===== config.mk =====
export PLATFORM = sky130hd
export DESIGN_NAME = fifo_wr_arbiter
export DESIGN_NICKNAME = d
export VERILOG_FILES = /design/src/rtl/fifo_arb_pkg.sv /design/src/rtl/fifo_wr_arbiter_rr_pick.sv /design/src/rtl/fifo_wr_arbiter.sv
export SDC_FILE = /design/constraint.sdc
export NUM_CORES = 1
export LEC_CHECK = 0
export CORE_MARGIN = 2
export CORE_UTILIZATION = 31
export DETAILED_ROUTE_END_ITERATION = 8
export HOLD_SLACK_MARGIN = 0.06
export PLACE_DENSITY = 0.85
export SLEW_MARGIN = 25
export SYNTH_ARGS = -nofsm -noshare
export SYNTH_HDL_FRONTEND = slang
export SYNTH_SLANG_ARGS = --single-unit

===== constraint.sdc =====
create_clock -name wr_clk_i -period 5 [get_ports wr_clk_i]
set_clock_uncertainty 0.2 [all_clocks]
set_input_delay 0.5 -clock wr_clk_i [delete_from_list [all_inputs] [get_ports wr_clk_i]]
set_output_delay 0.5 -clock wr_clk_i [all_outputs]
set_load 0.02 [all_outputs]

===== src/rtl/fifo_arb_pkg.sv =====
// Shared types and width helpers for the FIFO write-port arbiter.
package fifo_arb_pkg;

  typedef enum logic {
    IDLE  = 1'b0,
    BURST = 1'b1
  } arb_state_t;

  function automatic int idx_width(input int n);
    return (n > 1) ? $clog2(n) : 1;
  endfunction

  function automatic int cnt_width(input int b);
    return $clog2(b + 1);
  endfunction

endpackage


===== src/rtl/fifo_wr_arbiter_rr_pick.sv =====
// Combinational round-robin picker: first set request after last_i, wrapping.
module rr_pick
  import fifo_arb_pkg::*;
#(
  parameter int NUM_REQ = 4,
  parameter int IW      = idx_width(NUM_REQ)
) (
  input  logic [NUM_REQ-1:0] req_i,
  input  logic [IW-1:0]      last_i,
  output logic               hit_o,
  output logic [IW-1:0]      idx_o
);

  // Scan from the farthest offset down so the nearest hit after last_i wins.
  always_comb begin
    hit_o = 1'b0;
    idx_o = '0;
    for (int off = NUM_REQ; off >= 1; off--) begin
      if (req_i[(int'(last_i) + off) % NUM_REQ]) begin
        hit_o = 1'b1;
        idx_o = IW'((int'(last_i) + off) % NUM_REQ);
      end
    end
  end

endmodule


===== src/rtl/fifo_wr_arbiter.sv =====
// Round-robin burst arbiter for the dual_clock_fifo write port.
// Optional per-requester word counters: define FIFO_WR_ARB_STATS_EN.
module fifo_wr_arbiter
  import fifo_arb_pkg::*;
#(
  parameter int NUM_REQ    = 4,
  parameter int DATA_WIDTH = 16,
  parameter int BURST_LEN  = 4
) (
  input  logic                          wr_clk_i,
  input  logic                          wr_rst_i,
  input  logic [NUM_REQ-1:0]            req_valid_i,
  input  logic [NUM_REQ*DATA_WIDTH-1:0] req_data_i,
  output logic [NUM_REQ-1:0]            req_ready_o,
  input  logic                          fifo_full_i,
  output logic                          fifo_wr_en_o,
  output logic [DATA_WIDTH-1:0]         fifo_wr_data_o,
  output logic                          busy_o,
  output logic [idx_width(NUM_REQ)-1:0] grant_idx_o
`ifdef FIFO_WR_ARB_STATS_EN
  ,
  output logic [NUM_REQ*16-1:0]         word_cnt_o
`endif
);

  localparam int IW = idx_width(NUM_REQ);
  localparam int CW = cnt_width(BURST_LEN);

  // Handshake: a word moves when req_valid_i[g] and req_ready_o[g] are both
  // high at the clock edge; ready never depends on valid.
  arb_state_t    r_state, w_state_nxt;
  logic [IW-1:0] r_grant, w_grant_nxt;
  logic [IW-1:0] r_last, w_last_nxt;
  logic [CW-1:0] r_cnt, w_cnt_nxt;
  logic          w_hit;
  logic [IW-1:0] w_pick;
  logic          w_active;
  logic          w_valid_g;
  logic          w_accept;
  logic          w_burst_done;

  rr_pick #(
    .NUM_REQ (NUM_REQ),
    .IW      (IW)
  ) u_pick (
    .req_i  (req_valid_i),
    .last_i (r_last),
    .hit_o  (w_hit),
    .idx_o  (w_pick)
  );

  // Reset gates the outputs so an in-flight word is dropped, not written.
  assign w_active     = (r_state == BURST) && !wr_rst_i;
  assign w_valid_g    = req_valid_i[r_grant];
  assign w_accept     = w_active && w_valid_g && !fifo_full_i;
  assign w_burst_done = (r_cnt == CW'(BURST_LEN - 1));

  always_comb begin
    req_ready_o = '0;
    if (w_active && !fifo_full_i) begin
      req_ready_o[r_grant] = 1'b1;
    end
  end

  assign fifo_wr_en_o   = w_accept;
  assign fifo_wr_data_o = req_data_i[r_grant*DATA_WIDTH +: DATA_WIDTH];
  assign busy_o         = (r_state == BURST);
  assign grant_idx_o    = r_grant;

  always_comb begin
    w_state_nxt = r_state;
    w_grant_nxt = r_grant;
    w_last_nxt  = r_last;
    w_cnt_nxt   = r_cnt;
    case (r_state)
      IDLE: begin
        if (w_hit) begin
          w_state_nxt = BURST;
          w_grant_nxt = w_pick;
          w_cnt_nxt   = '0;
        end
      end
      BURST: begin
        if (fifo_full_i) begin
          w_state_nxt = BURST;
        end else if (w_valid_g) begin
          w_cnt_nxt = r_cnt + CW'(1);
          if (w_burst_done) begin
            w_state_nxt = IDLE;
            w_last_nxt  = r_grant;
          end
        end else begin
          w_state_nxt = IDLE;
          w_last_nxt  = r_grant;
        end
      end
      default: w_state_nxt = IDLE;
    endcase
  end

  always_ff @(posedge wr_clk_i) begin
    if (wr_rst_i) begin
      r_state <= IDLE;
      r_grant <= '0;
      r_last  <= IW'(NUM_REQ - 1);
      r_cnt   <= '0;
    end else begin
      r_state <= w_state_nxt;
      r_grant <= w_grant_nxt;
      r_last  <= w_last_nxt;
      r_cnt   <= w_cnt_nxt;
    end
  end

`ifdef FIFO_WR_ARB_STATS_EN
  logic [15:0] r_word_cnt [NUM_REQ];

  always_ff @(posedge wr_clk_i) begin
    if (wr_rst_i) begin
      for (int n = 0; n < NUM_REQ; n++) begin
        r_word_cnt[n] <= '0;
      end
    end else if (w_accept) begin
      r_word_cnt[r_grant] <= r_word_cnt[r_grant] + 16'd1;
    end
  end

  for (genvar n = 0; n < NUM_REQ; n++) begin : g_cnt_out
    assign word_cnt_o[n*16 +: 16] = r_word_cnt[n];
  end
`endif

endmodule


==> Implementation_results.wiki <==
{| class="wikitable"
! Metric !! Value
|-
| Clock network fraction of total power || 0.151
|-
| Slew at the pin closest to its max-slew limit || slightly below 1 ns
|-
| Post-Route Setup TNS || 0 ns
|-
| Portion of the clock cycle consumed by the worst path in the final layout || 0.654
|-
| Total Wirelength || around 4 mm
|-
| # DRC || 10
|-
| Fraction of power consumed by combinational cells || 0.615
|-
| Fraction of the yosys area taken by sequential cells || 0.171
|-
| Setup slack of the worst register-to-register path || 2.63 ns
|-
| Area growth from synthesis to final layout || 104%
|-
| Power per unit of standard cell area || 174 nW/um^2
|-
| Critical path origin || grant_idx_o[1]$_SDFFE_PP0P_
|-
| Routed WL per cell || around 19 um
|-
| Max-Cap Viols || 0
|-
| Clock Pin Slew Worst Setup and Hold Paths || ~0.050 ns
|-
| Worst endpoint required time || roughly 4.3 ns
|-
| Count of cells along the worst hold path || 2
|-
| Total vias in the final route || around 1,100
|-
| Primary FF master, synth || sky130_fd_sc_hd__dfxtp_1
|-
| Ratio of cells with drive above 1 in the final layout || 0.142
|-
| Post-CTS Repair Setup Buffers || 0
|-
| Io pins || between 90 and 100
|-
| Layer with the highest usage after global routing || met2
|-
| Switching share of power || 0.330
|-
| Summed instance area of the synthesized netlist || approximately 940 sq um
|-
| Setup repair after global routing missed its margin || no
|-
| Sequential cell fraction of total power || 0.234
|-
| Path category of the worst min-delay check || flop to flop
|-
| Final number of hold-violating endpoints || 0
|-
| Vias per std cell || 5.49
|-
| Area post-placement || 1890 sq um
|-
| Source of the worst register-to-register timing path || grant_idx_o[1]$_SDFFE_PP0P_
|-
| Violations in the final reports || design-rule violations
|-
| GRT met1 Usage || 0.243
|-
| Area of the die || 3470 sq um
|-
| Final setup violating endpoints || 0
|-
| Core area || about 2800 sq um
|-
| Critical-path maximum fanout || 25
|-
| Initial cell density of the core || 0.334
|-
| Port-buffer cells || 94
|-
| Antenna violations before repair || 0
|-
| HPWL after detailed placement || approximately 3.3 mm
|-
| Number of nets in the final layout || between 200 and 300
|-
| Max Slew Vio Count || 0
|-
| Maximum number of pins on one net before global-route repair || 27
|-
| Nets in the synthesized netlist || between 150 and 200
|-
| Routing usage on met3 || 0.0593
|-
| Net switching power || 109 uW
|-
| Residual antenna-violating net count after detailed routing || 0
|-
| Aggregate global-route resource usage || 0.228
|-
| Vias in the first global route || roughly 1,200
|-
| Minimum period implied by the final worst setup slack || between 3 and 4 ns
|-
| Warnings from Yosys || 0
|-
| Die extent in y || 58.9 um
|-
| First-pass GRT wire length || slightly below 6 mm
|-
| Cell Count Post-Placement || ~200
|-
| Met2 Track Usage GR || 0.430
|-
| Cell leakage power || 0.000688 uW
|-
| Count of hold-fix buffers inserted at cts || 0
|-
| P_int || 222 uW
|-
| End point of the worst hold path || r_cnt[1]$_SDFFE_PP0P_
|-
| Total clock sinks || 8
|-
| GP Congestion || slightly below 0.9
|-
| F_max || around 0.3 GHz
|-
| Synthesized area divided by synthesized cell count || roughly 11 sq um
|-
| Type of element capturing the critical path || primary output
|-
| Run status || finished with violations
|-
| Skew-Pair Late Insertion Delay || ~0.26 ns
|-
| Drt first pass iters || 6
|-
| Critical path class || flop to primary output
|-
| CTS resizes || 0
|-
| Summed area of non-filler cells in the final layout || 1910 sq um
|-
| Relative slew margins || 0.347
|-
| Hold Startpoint || r_cnt[1]$_SDFFE_PP0P_
|-
| Num CTS Buffers || 3
|-
| Die width || between 50 and 60 um
|-
| DR iter-0 viols || 74
|-
| Count of H-tree levels built during CTS || 1
|-
| Startpoint type of the worst setup path || flop
|-
| Number of inserted diodes || 0
|-
| Mapped Cells || 85
|-
| Buffers from clock root to sink, at most || 2
|-
| Overflow left after global routing || 0
|-
| R2r worst-path depth || 4
|-
| Post-synthesis async set-or-reset flop share || 0
|-
| Endpoint arrival time on the critical path || around 2.6 ns
|-
| Layout Cells excl Fill || 207
|-
| Fillers || 231
|-
| Unique cell type count in the Yosys netlist || 31
|-
| Endpoint of the lowest-slack register-to-register path || r_last[1]$_SDFFE_PP1P_
|-
| IR Drop Worst-Case VDD || roughly 0.13 mV
|-
| Number of synthesized register bits || 8
|-
| Core Rows || 19
|-
| TritonCTS clock tree || yes
|-
| CTS Root Cell || sky130_fd_sc_hd__clkbuf_4
|-
| Number of synthesized flops with an enable pin || 0
|}
-- through the flow --
stage	total power, uW	utilization	hold slack [ns]	worst slack (ns)
global placement	278	0.672	0.283	1.93
global route	347	0.680	0.333	1.59
finish	331	0.680	0.305	1.73
floorplan	174	-	0.270	2.66
detailed placement	282	0.672	0.298	1.82
CTS	331	0.680	0.308	1.72
-- flip-flops by register name, indices dropped and copies added (netlist names) --
register,flops
busy_o,1
r_cnt,3
r_last,2
grant_idx_o,2
-- power by group through the flow --
stage | sequential [uW] | clock (uW) | combinational, uW
2_1_floorplan | 75.4 | 0 | 98.4
3_3_place_gp | 77.9 | 0 | 200
3_5_place_dp | 78.4 | 0 | 204
4_1_cts | 77.1 | 49.0 | 205
5_1_grt | 78.1 | 53.7 | 216
6_report | 77.4 | 50.2 | 204
-- placed cells by master (no fill, tap or decap), types with 2 or more instances in the layout --
| cell | count |
|---|---|
| sky130_fd_sc_hd__nor3b_1 | 4 |
| sky130_fd_sc_hd__nor2_1 | 10 |
| sky130_fd_sc_hd__ha_1 | 2 |
| sky130_fd_sc_hd__mux4_2 | 16 |
| sky130_fd_sc_hd__clkbuf_4 | 3 |
| sky130_fd_sc_hd__dfxtp_1 | 8 |
| sky130_fd_sc_hd__clkdlybuf4s50_1 | 94 |
| sky130_fd_sc_hd__a21o_1 | 2 |
| sky130_fd_sc_hd__a311oi_1 | 2 |
| sky130_fd_sc_hd__nor3_1 | 2 |
| sky130_fd_sc_hd__nand3b_1 | 2 |
| sky130_fd_sc_hd__mux2i_1 | 4 |
| sky130_fd_sc_hd__nand2b_1 | 2 |
| sky130_fd_sc_hd__nand2_1 | 2 |
| sky130_fd_sc_hd__inv_1 | 3 |
| sky130_fd_sc_hd__mux2_2 | 2 |
| sky130_fd_sc_hd__a21oi_1 | 2 |
| sky130_fd_sc_hd__o21ai_0 | 3 |
-- per-layer routing --
layer / wire length (um) / part of all wire
met1: 1440 / 0.36
met2: 2050 / 0.52
met3: 399 / 0.10
met4: 62 / 0.016
met5: 0 / 0
-- cell usage after synthesis, types with 2 or more instances --
master / count / area, sq um
sky130_fd_sc_hd__buf_2: 3 / 15.0
sky130_fd_sc_hd__a21oi_1: 2 / 10.0
sky130_fd_sc_hd__nor2_1: 10 / 37.5
sky130_fd_sc_hd__o21ai_0: 3 / 15.0
sky130_fd_sc_hd__clkbuf_1: 3 / 11.3
sky130_fd_sc_hd__dfxtp_1: 8 / 160
sky130_fd_sc_hd__mux2i_1: 4 / 40.0
sky130_fd_sc_hd__mux2_2: 2 / 22.5
sky130_fd_sc_hd__ha_1: 2 / 25.0
sky130_fd_sc_hd__nor3b_1: 4 / 30.0
sky130_fd_sc_hd__nand2_1: 2 / 7.51
sky130_fd_sc_hd__a311oi_1: 2 / 17.5
sky130_fd_sc_hd__a21o_1: 2 / 15.0
sky130_fd_sc_hd__nand3b_1: 2 / 15.0
sky130_fd_sc_hd__nor3_1: 2 / 10.0
sky130_fd_sc_hd__inv_1: 3 / 11.3
sky130_fd_sc_hd__mux4_2: 16 / 360
sky130_fd_sc_hd__nand2b_1: 2 / 12.5
-- layout make-up --
cell class,count,area (sq um),share of cell area
Inverter,3,11.3,0.00590
Timing Repair Buffer,95,948,0.497
Sequential cell,8,160,0.0839
Tap cell,31,38.8,0.0203
Clock buffer,3,22.5,0.0118
Multi-Input combinational cell,67,727,0.381
-- cell families after synthesis --
group           count (synthesis)  synth area share
compound gates                 16             0.130
fa+ha+maj                       2            0.0267
buf+inv                        10            0.0521
flops                           8             0.171
mux                            23             0.468
simple gates                   26             0.152
-- worst max-delay path, stage by stage (launching register included) --
cell and delay (ns):
sky130_fd_sc_hd__dfxtp_1 0.96, sky130_fd_sc_hd__mux2i_1 0.31, sky130_fd_sc_hd__a211oi_1 0.37, sky130_fd_sc_hd__clkdlybuf4s50_1 0.67
-- worst max-delay path by stage --
stage | depth (start not counted) | endpoint | slack [ns]
final | 3 | fifo_wr_en_o | 1.73
after global routing | 3 | fifo_wr_en_o | 1.59
after CTS | 3 | fifo_wr_en_o | 1.72
after detailed placement | 4 | fifo_wr_en_o | 1.82
after global placement | 4 | req_ready_o[2] | 1.93
after floorplan | 3 | req_ready_o[3] | 2.66
(Power assumes the default switching activity.)
